===== src/rtl/bm_divmod_seq_arch.sv =====
// Sequential unsigned restoring divider: one quotient bit per clock,
// start/busy/done handshake, registered quotient/remainder/div_by_zero results.
module bm_divmod_seq_arch #(
    parameter int BITS0 = 9,
    parameter int BITS2 = 18
) (
    input  logic             clock,
    input  logic             reset_n,
    input  logic             start,
    input  logic [BITS2-1:0] dividend,
    input  logic [BITS0-1:0] divisor,
    output logic [BITS2-1:0] quotient,
    output logic [BITS0-1:0] remainder,
    output logic             busy,
    output logic             done,
    output logic             div_by_zero
);

    localparam int CNT_W = $clog2(BITS2);

    typedef enum logic [0:0] {
        ST_IDLE,
        ST_CALC
    } state_e;

    state_e           state_q, state_d;
    logic [BITS0-1:0] r_q, r_d;
    logic [BITS2-1:0] q_q, q_d;
    logic [BITS0-1:0] dvs_q, dvs_d;
    logic [CNT_W-1:0] cnt_q, cnt_d;
    logic [BITS2-1:0] quotient_q, quotient_d;
    logic [BITS0-1:0] remainder_q, remainder_d;
    logic             done_q, done_d;
    logic             dbz_q, dbz_d;
    logic [BITS0:0]   t;

    // NOTE: every always_comb output gets a default first, so no path can infer a latch.
    always_comb begin
        state_d     = state_q;
        r_d         = r_q;
        q_d         = q_q;
        dvs_d       = dvs_q;
        cnt_d       = cnt_q;
        quotient_d  = quotient_q;
        remainder_d = remainder_q;
        dbz_d       = dbz_q;
        done_d      = 1'b0;
        t           = '0;

        case (state_q)
            ST_IDLE: begin
                if (start) begin
                    if (divisor != '0) begin
                        dvs_d   = divisor;
                        r_d     = '0;
                        q_d     = dividend;
                        cnt_d   = CNT_W'(BITS2 - 1);
                        state_d = ST_CALC;
                    end else begin
                        quotient_d  = '1;
                        remainder_d = dividend[BITS0-1:0];
                        dbz_d       = 1'b1;
                        done_d      = 1'b1;
                    end
                end
            end
            ST_CALC: begin
                // The partial remainder only needs its extra bit inside t; after a
                // restore or subtract it is always below the divisor again.
                t   = {r_q, q_q[BITS2-1]};
                q_d = {q_q[BITS2-2:0], 1'b0};
                if (t >= {1'b0, dvs_q}) begin
                    r_d    = BITS0'(t - {1'b0, dvs_q});
                    q_d[0] = 1'b1;
                end else begin
                    r_d = t[BITS0-1:0];
                end
                cnt_d = cnt_q - CNT_W'(1);
                if (cnt_q == '0) begin
                    quotient_d  = q_d;
                    remainder_d = r_d;
                    dbz_d       = 1'b0;
                    done_d      = 1'b1;
                    state_d     = ST_IDLE;
                end
            end
            default: state_d = ST_IDLE;
        endcase
    end

    // NOTE: sequential state uses non-blocking assignments so all flops update together.
    always_ff @(posedge clock or negedge reset_n) begin
        if (!reset_n) begin
            state_q     <= ST_IDLE;
            r_q         <= '0;
            q_q         <= '0;
            dvs_q       <= '0;
            cnt_q       <= '0;
            quotient_q  <= '0;
            remainder_q <= '0;
            done_q      <= 1'b0;
            dbz_q       <= 1'b0;
        end else begin
            state_q     <= state_d;
            r_q         <= r_d;
            q_q         <= q_d;
            dvs_q       <= dvs_d;
            cnt_q       <= cnt_d;
            quotient_q  <= quotient_d;
            remainder_q <= remainder_d;
            done_q      <= done_d;
            dbz_q       <= dbz_d;
        end
    end

    assign quotient    = quotient_q;
    assign remainder   = remainder_q;
    assign busy        = (state_q == ST_CALC);
    assign done        = done_q;
    assign div_by_zero = dbz_q;

endmodule


===== config.mk =====
export PLATFORM = sky130hd
export DESIGN_NAME = bm_divmod_seq_arch
export DESIGN_NICKNAME = d
export VERILOG_FILES = /design/src/rtl/bm_divmod_seq_arch.sv
export SDC_FILE = /design/constraint.sdc
export NUM_CORES = 1
export LEC_CHECK = 0
export BUFFER_PORTS_ARGS = -buffer_cell sky130_fd_sc_hd__buf_4
export CAP_MARGIN = 0
export CELL_PAD_IN_SITES_DETAIL_PLACEMENT = 0
export CELL_PAD_IN_SITES_GLOBAL_PLACEMENT = 2
export CORE_MARGIN = 8
export CORE_UTILIZATION = 38
export DETAILED_ROUTE_END_ITERATION = 10
export MAX_ROUTING_LAYER = met4
export PLACE_DENSITY = 0.88
export SETUP_SLACK_MARGIN = 0.05
export SLEW_MARGIN = 20
export SYNTH_ARGS = -nofsm -noshare
export SYNTH_HDL_FRONTEND = slang
export SYNTH_SLANG_ARGS = --single-unit

===== constraint.sdc =====
create_clock -name clock -period 5.5 [get_ports clock]
set_input_delay 0.275 -clock clock [delete_from_list [all_inputs] [get_ports clock]]
set_output_delay 0.275 -clock clock [all_outputs]
set_load 0.1 [all_outputs]

### Word level (Yosys, flattened, before mapping)

Index checks and enable logic that the tools add are counted.

* reduce and logical (&&, ||, !) cells: 5
* bitwise operators: 1
* magnitude comparators: 1
* add/subtract/negate cells: 2
* equal/unequal tests: 4
* mux-type cells: 31

Operator list (count)
* 18-bit 2-to-1 mux: 5
* 18-bit case mux with 2 select lines: 2
* 9-bit 2-to-1 mux: 6
* 9-bit case mux with 2 select lines: 2
* 10-bit by 9-bit >= comparator with 1-bit output: 1
* 1-bit 2-to-1 mux: 10
* 5-bit 2-to-1 mux: 2
* 5-bit case mux with 2 select lines: 1
* 9-bit nonzero test: 1
* 9-bit subtractor: 1
* 2-bit != test, second input constant: 3
* 1-bit case mux with 2 select lines: 3
* 3-bit AND reduction: 2
* 5-bit logical NOT: 1
* 5-bit by 1-bit subtractor with 5-bit output, second input constant: 1
* 2-bit by 1-bit != test with 1-bit output, second input constant: 1
* 2-bit AND reduction: 1
* 1-bit inverter: 1

* logic and storage cells: 53
* bits in registers: 71
* output and inout bits: 30
* input bits: 30

### Logic depth before layout (Yosys ltp)

Gate-level depths: netlist (run 1).

* depth after elaboration: 4
* depth in mapped cells: 10
* mapped depth without buffers: 9

### Worst setup path before layout (run 1)

OpenSTA, ideal clock, no wires.

* path kind: register to register
* start point: reg state_q, in the netlist busy
* end point: reg remainder_q[8], in the netlist remainder[8]
* cell stages (with the launch flop): 7
* clock period less this slack: 2.301 ns
* path slack: 3.199 ns
* arrival: 2.166 ns
* library setup time: 0.135 ns
* path through: dfrtp_1 > clkbuf_1 > nand4b_1 > and2_1 > buf_2 > a221oi_1 > o31ai_1

* word-level cells in the longest chain between the ends: 3
* elaborated cells on any way between the ends: 6
* classes of those cells: eq/ne (3); mux (1); bitwise (1); reduce/logical (1)

Ends and longest elaborated chain
* start, declared: RTL line 26 `state_e state_q, state_d;`
* start signal, assigned: RTL line 104 `state_q <= state_d;`
* 1-bit inverter (no source line)
* 2-bit != test (no source line)
* 3-bit AND reduction (no source line)
* end signal, assigned: RTL line 110 `remainder_q <= remainder_d;`
* end, declared: RTL line 32 `logic [BITS0-1:0] remainder_q, remainder_d;`

Parallel ways exist; a longest one is shown, timed or not.
A chain may end at the register's enable or synchronous reset.

### Worst setup path after layout (run 1)

* start point: reg q_q[17]
* end point: reg remainder_q[0], in the netlist remainder[0]

* word-level cells in the longest chain between the ends: 4
* elaborated cells on any way between the ends: 5
* classes of those cells: add/sub (1); order compare (1); mux (3)

Ends and longest elaborated chain
* start, declared: RTL line 28 `logic [BITS2-1:0] q_q, q_d;`
* start signal, assigned: RTL line 106 `q_q <= q_d;`
* 9-bit subtractor or 10-bit by 9-bit >= comparator with 1-bit output (tied branches): RTL line 73, 72
* 9-bit 2-to-1 mux (*): RTL line 72 `if (t >= {1'b0, dvs_q}) begin`
* 9-bit 2-to-1 mux (*): RTL line 79 `if (cnt_q == '0) begin`
* 9-bit case mux with 2 select lines (*): RTL line 50 `case (state_q)`

Every way passes the cells marked *; elsewhere a longest branch is shown, timed or not. The select of a mux whose other input is x is not followed.

==> results of run 1 <==
==> worst paths after layout <==
check                               endpoint  slack, ns
worst max-delay path            remainder[0]       2.72
worst min-delay path                  q_q[0]       0.03
worst max register to register  remainder[0]       2.72
worst min register to register   quotient[4]       0.49
max in group asynchronous           dvs_q[5]       4.86
min in group clock                  dvs_q[5]       0.14
==> per-stage QoR <==
stage	instances	cell area (um^2)	util (%)	hold slack, ns	worst slack (ns)
floorplan	345	3520	-	-0.0206	3.20
global placement	498	4040	44.4	0.466	2.80
detailed placement	498	4040	44.4	0.469	2.77
CTS	513	4220	46.3	0.0902	2.74
global route	513	4220	46.3	0.121	2.52
finish	513	4220	46.3	0.0266	2.72
==> kinds of logic (layout without fill, tap and decap cells) <==
logic type	Yosys count	count (layout)	synth area share (%)
xor+xnor	6	6	1.49
buf+inv	36	93	4.55
mux	24	24	6.93
fa+ha+maj	12	12	4.48
flops	71	71	50.5
compound gates	105	105	19.5
simple gates	91	91	12.5
==> placed cells by master, fill, tap and decap left out, types with 11 or more instances in the layout <==
| cell type | netlist | routed |
|---|---|---|
| dfrtp_1 | 71 | 71 |
| buf_4 | 1 | 63 |
| nand2_1 | 45 | 45 |
| o21ai_0 | 34 | 34 |
| mux2i_1 | 21 | 21 |
| a21oi_1 | 17 | 17 |
| o22a_1 | 17 | 17 |
| inv_1 | 14 | 14 |
| nor2_1 | 14 | 14 |
| ha_1 | 11 | 11 |
==> flip-flops by register name, indices dropped and copies added, names as in the netlist <==
signal and count:
q_q 18, quotient 18, remainder 9, r_q 9, dvs_q 9, cnt_q 5, done 1, busy 1
div_by_zero 1
==> layout make-up <==
cell class                      count  area, um^2  area share [%]
Clock inverter                      5        33.8           0.801
Timing Repair Buffer               63         473            11.2
Clock buffer                       10         138            3.27
Sequential cell                    71        1780            42.1
Inverter                           15        56.3            1.34
Multi-Input combinational cell    238        1600            37.9
Tap cell                          111         139            3.29
==> per-layer routing <==
metal / routed length [um] / global-route usage [%] / part of all wire (%)
met4: 167 / 5.22 / 1.9
met1: 4350 / 18.8 / 48
met5: 0 / - / 0
met3: 489 / 4.40 / 5.4
met2: 3970 / 22.7 / 44
==> results by group, run 1 <==
Outcome
  – Status: finished clean

Synth
  – EDFF count, synth: 0
  – Post-Syn Area per Cell: 10.2 um^2
  – Synth area leaders: dfrtp_1 50%, mux2i_1 6.0%, o21ai_0 4.8%, nand2_1 4.8%, o22a_1 4.2%
  – Ys flop type: dfrtp_1
  – Ys Warns: 0
  – Synth Instances: 345
  – Sequential share of the synthesized area: 50.5%
  – Synth unique cells: 51
  – Netlist Area Pre-Place: 0.00352 mm^2
  – Post-synth ARST share: 100%
  – Post-synth top area share: 50.5%
  – Yosys reg bits: 71
  – Most numerous cell in the Yosys netlist: dfrtp_1
  – Synth area leader: dfrtp_1
  – Post-synth top cells: 71 x dfrtp_1, 45 x nand2_1, 34 x o21ai_0
  – Syn nets: 387

Timing
  – Max-slew violations: 0
  – Final period util: 50.5%
  – Worst slew pin tran: 0.898 ns
  – Max frequency: 360 MHz
  – Setup violations, final: 0
  – Crit path time final: 2.78 ns
  – Clk_skew: 0.00785 ns
  – Unrepaired setup endpoints after global routing: false
  – Headroom to the max-slew limit: 40.1%
  – Setup total negative slack: 0 ns
  – Hold Fails Final Rpt: 0

Worst setup path
  – Element type at the critical path end: flop
  – Slowest Stage Delay on Critical Path: 0.61 ns
  – Crit Path Category: reg -> reg
  – WP data arrival: 3.04 ns
  – Most used cell, CP: inv_1
  – FF-to-FF path depth: 9
  – Critical Path RT: 5.76 ns
  – Critical path startpoint category: flop
  – Buf/Inv on CP: 2
  – CP max FO: 17
  – Worst path depth: 9
  – R2r startpoint: q_q[17]
  – Critical Path Start: q_q[17]
  – CP Cell Sequence: inv_1, ha_1, inv_1, fa_1, a21oi_1, a211oi_2, nor3_4, mux2_2, o22ai_1
  – Cell family contributing the most delay on the critical path: simple AND/OR/NAND/NOR gates
  – Slowest-stage cell, CP: nor3_4

Routing
  – Via count: 2754
  – Routed Antenna Nets: 0
  – Routed WL: 8970 um
  – DR DRC count: 0
  – Total iterations of the first detailed-routing run: 4
  – DR vias/cell: 5.37
  – Routed len/inst: 17.5 um
  – Drt initial violations: 103

Clocking
  – CTS resizes: 0
  – CTS tree: built
  – Clock Latency Late Sink: 0.35 ns
  – Htree depth: 3
  – Setup Fix Bufs, Post-CTS: 0
  – CTS Hold Buffers Added: 0
  – Inserted Clock Buffers: 9
  – Worst-path clk slew: 0.08 ns
  – Clock sink count: 71
  – Root Buffer: clkbuf_8
  – CTS Buffer Depth: 2

Floorplan
  – Core area: 0.00911 mm^2
  – Die ar.: 0.0126 mm^2
  – Die height: 112 um
  – Die X: 112 um
  – IO Count: 60
  – Initial cell density of the core: 38.7%
  – Row count: 35

Placement
  – Port Buffer Count: 59
  – Hpwl dp: 6280 um
  – GPL Wtd Cong: 0.850

Global route
  – Total GRT Usage: 15.0%
  – Initial antenna violation count: 0
  – First-pass GRT wire length: 14800 um
  – Largest net degree at the start of global routing: 72
  – Vias in the first global route: 2776
  – GR Overflow Total: 0

Worst hold path
  – Hold WC Path Type: in -> async

Run
  – Max cap viols: 0

Cells and area
  – P&R area growth vs syn: 19.7%
  – # fillers: 873
  – Share of post-route cells with drive strength above 1: 21.4%
  – Inserted Diodes: 0
  – Final #Nets: 440
Power of run 1 is left out: the tool's default activity adds up to more than one toggle a clock period on the data nets, which glitch-free logic cannot reach.
==> run 2, diff against run 1 <==
--- a/config.mk
+++ b/config.mk
@@ -10,10 +10,10 @@
 export CELL_PAD_IN_SITES_DETAIL_PLACEMENT = 0
 export CELL_PAD_IN_SITES_GLOBAL_PLACEMENT = 2
 export CORE_MARGIN = 8
-export CORE_UTILIZATION = 38
+export CORE_UTILIZATION = 35
 export DETAILED_ROUTE_END_ITERATION = 10
 export MAX_ROUTING_LAYER = met4
-export PLACE_DENSITY = 0.88
+export PLACE_DENSITY = 0.83
 export SETUP_SLACK_MARGIN = 0.05
 export SLEW_MARGIN = 20
 export SYNTH_ARGS = -nofsm -noshare
==> constraint.sdc (replaced) <==
create_clock -name clock -period 2.9 [get_ports clock]
set_input_delay 0.145 -clock clock [delete_from_list [all_inputs] [get_ports clock]]
set_output_delay 0.145 -clock clock [all_outputs]
set_load 0.1 [all_outputs]
==> run 2 against run 1 <==
Net effect: final cell count grew 5.3%; highest routed layer unchanged; via count up 1.8%; register-to-register slack worse by 2.4 ns; count of clock-buffer cells in the layout stayed put; clock skew about the same; wire length up 5.8%; maximum frequency grew 8.9%; critical path depth is 1 higher; sequential cell count unchanged; die area rose by 7.3%; first-iteration DRC count increased by 17%.
==> results by group, run 2 (synthesis gave the netlist of run 1 again) <==
Floorplan
  – IO Count: 60
  – Row count: 36
  – Die ar.: 0.0135 mm^2
  – Core area: 0.00977 mm^2
  – Initial cell density of the core: 36.0%
  – Die height: 116 um
  – Die X: 116 um

Worst setup path
  – R2r endpoint: r_q[0]
  – Slowest Stage Delay on Critical Path: 0.42 ns
  – Critical path startpoint category: flop
  – FF-to-FF path depth: 10
  – Crit Path Category: reg -> reg
  – Critical Path RT: 3.15 ns
  – Element type at the critical path end: flop
  – CP Cell Sequence: inv_1, ha_1, inv_1, fa_1, a21oi_1, a211oi_2, nor3_4, buf_4, mux2_2, o22ai_1
  – WP data arrival: 2.80 ns
  – Most used cell, CP: inv_1
  – Slowest-stage cell, CP: fa_1
  – R2r setup slk: 0.35 ns
  – R2r startpoint: q_q[17]
  – CP max FO: 17

Global route
  – Met1 usage: 18.2%
  – First-pass GRT wire length: 14900 um
  – GR Overflow Total: 0
  – Initial antenna violation count: 0
  – Vias in the first global route: 2853
  – Total GRT Usage: 14.9%
  – Largest net degree at the start of global routing: 72
  – Met3 usage: 4.14%
  – Grt peak-use layer: met2
  – Global routing met2 resource utilization: 23.4%

Worst hold path
  – Hold depth: 3
  – Worst Hold Launch: divisor[3]
  – Hold Crit Endpoint: dvs_q[3]
  – Hold WC Path Type: in -> reg

Clocking
  – Inserted Clock Buffers: 9
  – Htree depth: 3
  – Root Buffer: clkbuf_8
  – Worst-path clk slew: 0.08 ns
  – CTS Buffer Depth: 2
  – Setup Fix Bufs, Post-CTS: 0
  – Clock Latency Late Sink: 0.35 ns
  – Clock sink count: 71
  – CTS tree: built
  – CTS resizes: 0

Timing
  – Hold Fails Final Rpt: 0
  – Setup total negative slack: 0 ns
  – Worst slew pin tran: 0.935 ns
  – WHS: 0.0190 ns
  – Setup violations, final: 0
  – Max frequency: 392 MHz
  – Headroom to the max-slew limit: 37.7%
  – Clk_skew: 0.00776 ns
  – Final period util: 87.9%
  – Max-slew violations: 0
  – Unrepaired setup endpoints after global routing: false
  – Crit path time final: 2.55 ns

Placement
  – Port Buffer Count: 59
  – GPL Wtd Cong: 0.854
  – Hpwl dp: 6730 um
  – Area after DPL: 0.00410 mm^2
  – Placed cells: 524

Routing
  – Total iterations of the first detailed-routing run: 4
  – Via count: 2804
  – Routed WL: 9500 um
  – Drt initial violations: 121
  – Routed len/inst: 17.6 um
  – DR vias/cell: 5.19
  – Routed Antenna Nets: 0
  – DR DRC count: 0

Cells and area
  – Design area: 0.00432 mm^2
  – Inserted Diodes: 0
  – Final #Nets: 445
  – Commonest cells after routing, fill and taps aside: 71 x dfrtp_1, 67 x buf_4, 45 x nand2_1
  – Most common cell after layout, fill and taps aside: dfrtp_1
  – Share of post-route cells with drive strength above 1: 21.9%
  – P&R area growth vs syn: 22.8%
  – # fillers: 982
  – Final Non-Filler Cells: 540

Outcome
  – Status: finished clean

Run
  – Max cap viols: 0
==> run 2: worst max-delay path: cells and delay by family, from the launching register on <==
family                   cells  cell delay (ns)
adder cells (fa/ha/maj)      2             0.59
multiplexers                 1             0.37
flip-flops                   1             0.37
AO/OA/AOI/OAI                3             0.56
buffers and inverters        3             0.39
AND/OR/NAND/NOR              1             0.17
==> run 2: routing by layer <==
metal  up-vias  part of all wire (%)
li1       1359                     -
met1      1371                    47
met2        62                    46
met3        12                   5.4
met4         0                   1.2
met5         -                     0
==> run 2: final cells by class <==
class,instances,area [um^2],share of cell area [%]
clock inverter,5,83.8,1.94
multi-input combinational,238,1600,37.0
clock buffer,10,128,2.95
sequential,71,1780,41.1
inverter,15,56.3,1.30
timing repair buffer,68,513,11.9
tap,133,166,3.85
==> run 2: repair_timing <==
item / in CTS / in global routing
hold endpoints to repair: 71 / 0
setup endpoints to repair: 0 / 0
hold buffers: 1 / 0
==> run 2: through the flow <==
| stage | setup WS (ns) | util, % |
|---|---|---|
| final | 0.349 | 44.2 |
| after floorplan | 0.599 | - |
| after global placement | 0.455 | 42.0 |
| after CTS | 0.358 | 44.2 |
| after global routing | 0.179 | 44.2 |
| after detailed placement | 0.389 | 42.0 |
==> run 2: worst max-delay path by stage <==
stage	start	endpoint	slack (ns)	cells past startpoint
2_1_floorplan	busy	remainder[8]	0.60	6
3_3_place_gp	q_q[17]	r_q[0]	0.46	10
3_5_place_dp	q_q[17]	r_q[0]	0.39	10
4_1_cts	q_q[17]	r_q[0]	0.36	10
5_1_grt	q_q[17]	r_q[0]	0.18	10
6_report	q_q[17]	r_q[0]	0.35	10
Power of run 2 is left out for the same reason.
==> run 3, diff against run 2 <==
--- a/config.mk
+++ b/config.mk
@@ -12,6 +12,7 @@
 export CORE_MARGIN = 8
 export CORE_UTILIZATION = 35
 export DETAILED_ROUTE_END_ITERATION = 10
+export HOLD_SLACK_MARGIN = 0.08
 export MAX_ROUTING_LAYER = met4
 export PLACE_DENSITY = 0.83
 export SETUP_SLACK_MARGIN = 0.05
==> constraint.sdc (replaced) <==
create_clock -name clock -period 2.7 [get_ports clock]
set_input_delay 0.135 -clock clock [delete_from_list [all_inputs] [get_ports clock]]
set_output_delay 0.135 -clock clock [all_outputs]
set_load 0.1 [all_outputs]
==> run 3 against run 2 <==
Net effect: sequential cell count did not move; die area stayed put; first-iteration DRC count fell by 15%; count of clock-buffer cells in the layout is the same; non-clock buffer count grew 20; hold slack improved by 0.080 ns.
==> results by group, run 3 (synthesis gave the netlist of run 1 again) <==
Routing
  – Routed len/inst: 16.8 um
  – Drt initial violations: 103
  – Total iterations of the first detailed-routing run: 4
  – Via count: 2895
  – Routed Antenna Nets: 0
  – DR DRC count: 0
  – DR vias/cell: 5.16
  – Routed WL: 9420 um

Cells and area
  – Final #Nets: 465
  – Most common cell after layout, fill and taps aside: dfrtp_1
  – Inserted Diodes: 0
  – Commonest cells after routing, fill and taps aside: 71 x dfrtp_1, 65 x buf_4, 45 x nand2_1
  – P&R area growth vs syn: 29.5%
  – Share of post-route cells with drive strength above 1: 21.3%
  – Final Non-Filler Cells: 561

Worst setup path
  – Crit Path Category: in -> reg
  – WP data arrival: 2.70 ns
  – CP max FO: 27
  – Element type at the critical path end: flop
  – Critical path startpoint category: input pin
  – Critical Path RT: 2.98 ns

Floorplan
  – Initial cell density of the core: 36.0%
  – Die ar.: 0.0135 mm^2
  – Die X: 116 um
  – Row count: 36
  – Die height: 116 um
  – IO Count: 60
  – Core area: 0.00977 mm^2

Clocking
  – Htree depth: 3
  – CTS Buffer Depth: 2
  – Worst-path clk slew: 0.08 ns
  – Clock sink count: 71
  – Inserted Clock Buffers: 9
  – Setup Fix Bufs, Post-CTS: 0
  – CTS tree: built
  – Root Buffer: clkbuf_8
  – Clock Latency Late Sink: 0.36 ns

Timing
  – Max-slew violations: 0
  – Max frequency: 414 MHz
  – Setup violations, final: 0
  – Clk_skew: 0.0110 ns
  – Setup total negative slack: 0 ns
  – WHS: 0.0990 ns
  – Final period util: 89.5%
  – Hold Fails Final Rpt: 0
  – Worst slew pin tran: 0.907 ns
  – Headroom to the max-slew limit: 39.5%
  – Unrepaired setup endpoints after global routing: false
  – Crit path time final: 2.42 ns

Global route
  – Vias in the first global route: 2999
  – GR Overflow Total: 0
  – Initial antenna violation count: 0
  – Total GRT Usage: 15.4%
  – First-pass GRT wire length: 15600 um
  – Largest net degree at the start of global routing: 72

Outcome
  – Status: finished clean

Worst hold path
  – Hold WC Path Type: in -> reg

Placement
  – Port Buffer Count: 59
  – GPL Wtd Cong: 0.855
  – Hpwl dp: 6640 um
  – Placed cells: 523

Run
  – Max cap viols: 0
-- run 3: cell count changes in the layout (fill, tap and decap cells not counted), sizes merged --
cell / delta
dlygate4sd3: +21
clkinv: +2
clkinvlp: -2
buf: -1
inv: +1
-- run 3: per-stage QoR --
step	setup slack, ns	util (%)	instance area [um^2]
3_3_place_gp	0.315	42.0	4110
6_report	0.283	46.7	4560
4_1_cts	0.219	46.6	4560
2_1_floorplan	0.399	-	3520
5_1_grt	0.111	46.7	4560
3_5_place_dp	0.240	42.0	4110
-- run 3: worst paths after layout --
path,start,endpoint,slack (ns),depth (start not counted)
worst max-delay path,divisor[1],remainder[5],0.28,8
worst min-delay path,dividend[2],q_q[2],0.1,3
worst max register to register,q_q[17],r_q[0],0.30,10
worst min register to register,quotient[1],quotient[1],0.50,1
max in group asynchronous,reset_n,cnt_q[2],1.67,2
min in group asynchronous,reset_n,q_q[2],0.43,2
-- run 3: worst max-delay path: stages --
cell	delay, ns
dlygate4sd3_1	0.56
buf_4	0.14
nor3_1	0.48
nand4b_1	0.38
and2_1	0.39
clkinv_2	0.35
a31oi_1	0.14
o211ai_1	0.10
-- run 3: layout make-up --
| type | count | area, um^2 |
|---|---|---|
| fillers | 999 | 5210 |
| flip-flops and latches | 71 | 1780 |
| multi-input cells | 238 | 1600 |
| repair buffers | 88 | 728 |
| well taps | 133 | 166 |
| clock buffers | 10 | 138 |
| clock inverters | 6 | 91.3 |
| inverters | 15 | 57.6 |
-- run 3: layer usage --
layer | global-route usage, % | up-vias | wire length (um)
met1 | 19.0 | 1411 | 4290
li1 | - | 1398 | -
met2 | 23.4 | 74 | 4340
met4 | 5.27 | 0 | 146
met5 | - | - | 0
met3 | 4.55 | 12 | 643
-- run 3: what timing repair did --
action                                  in CTS  in global routing
endpoints found under the setup margin       0                  2
endpoints found under the hold margin       96                  0
hold buffers                                22                  0
gates resized for setup                      0                  2
Power of run 3 is left out for the same reason.
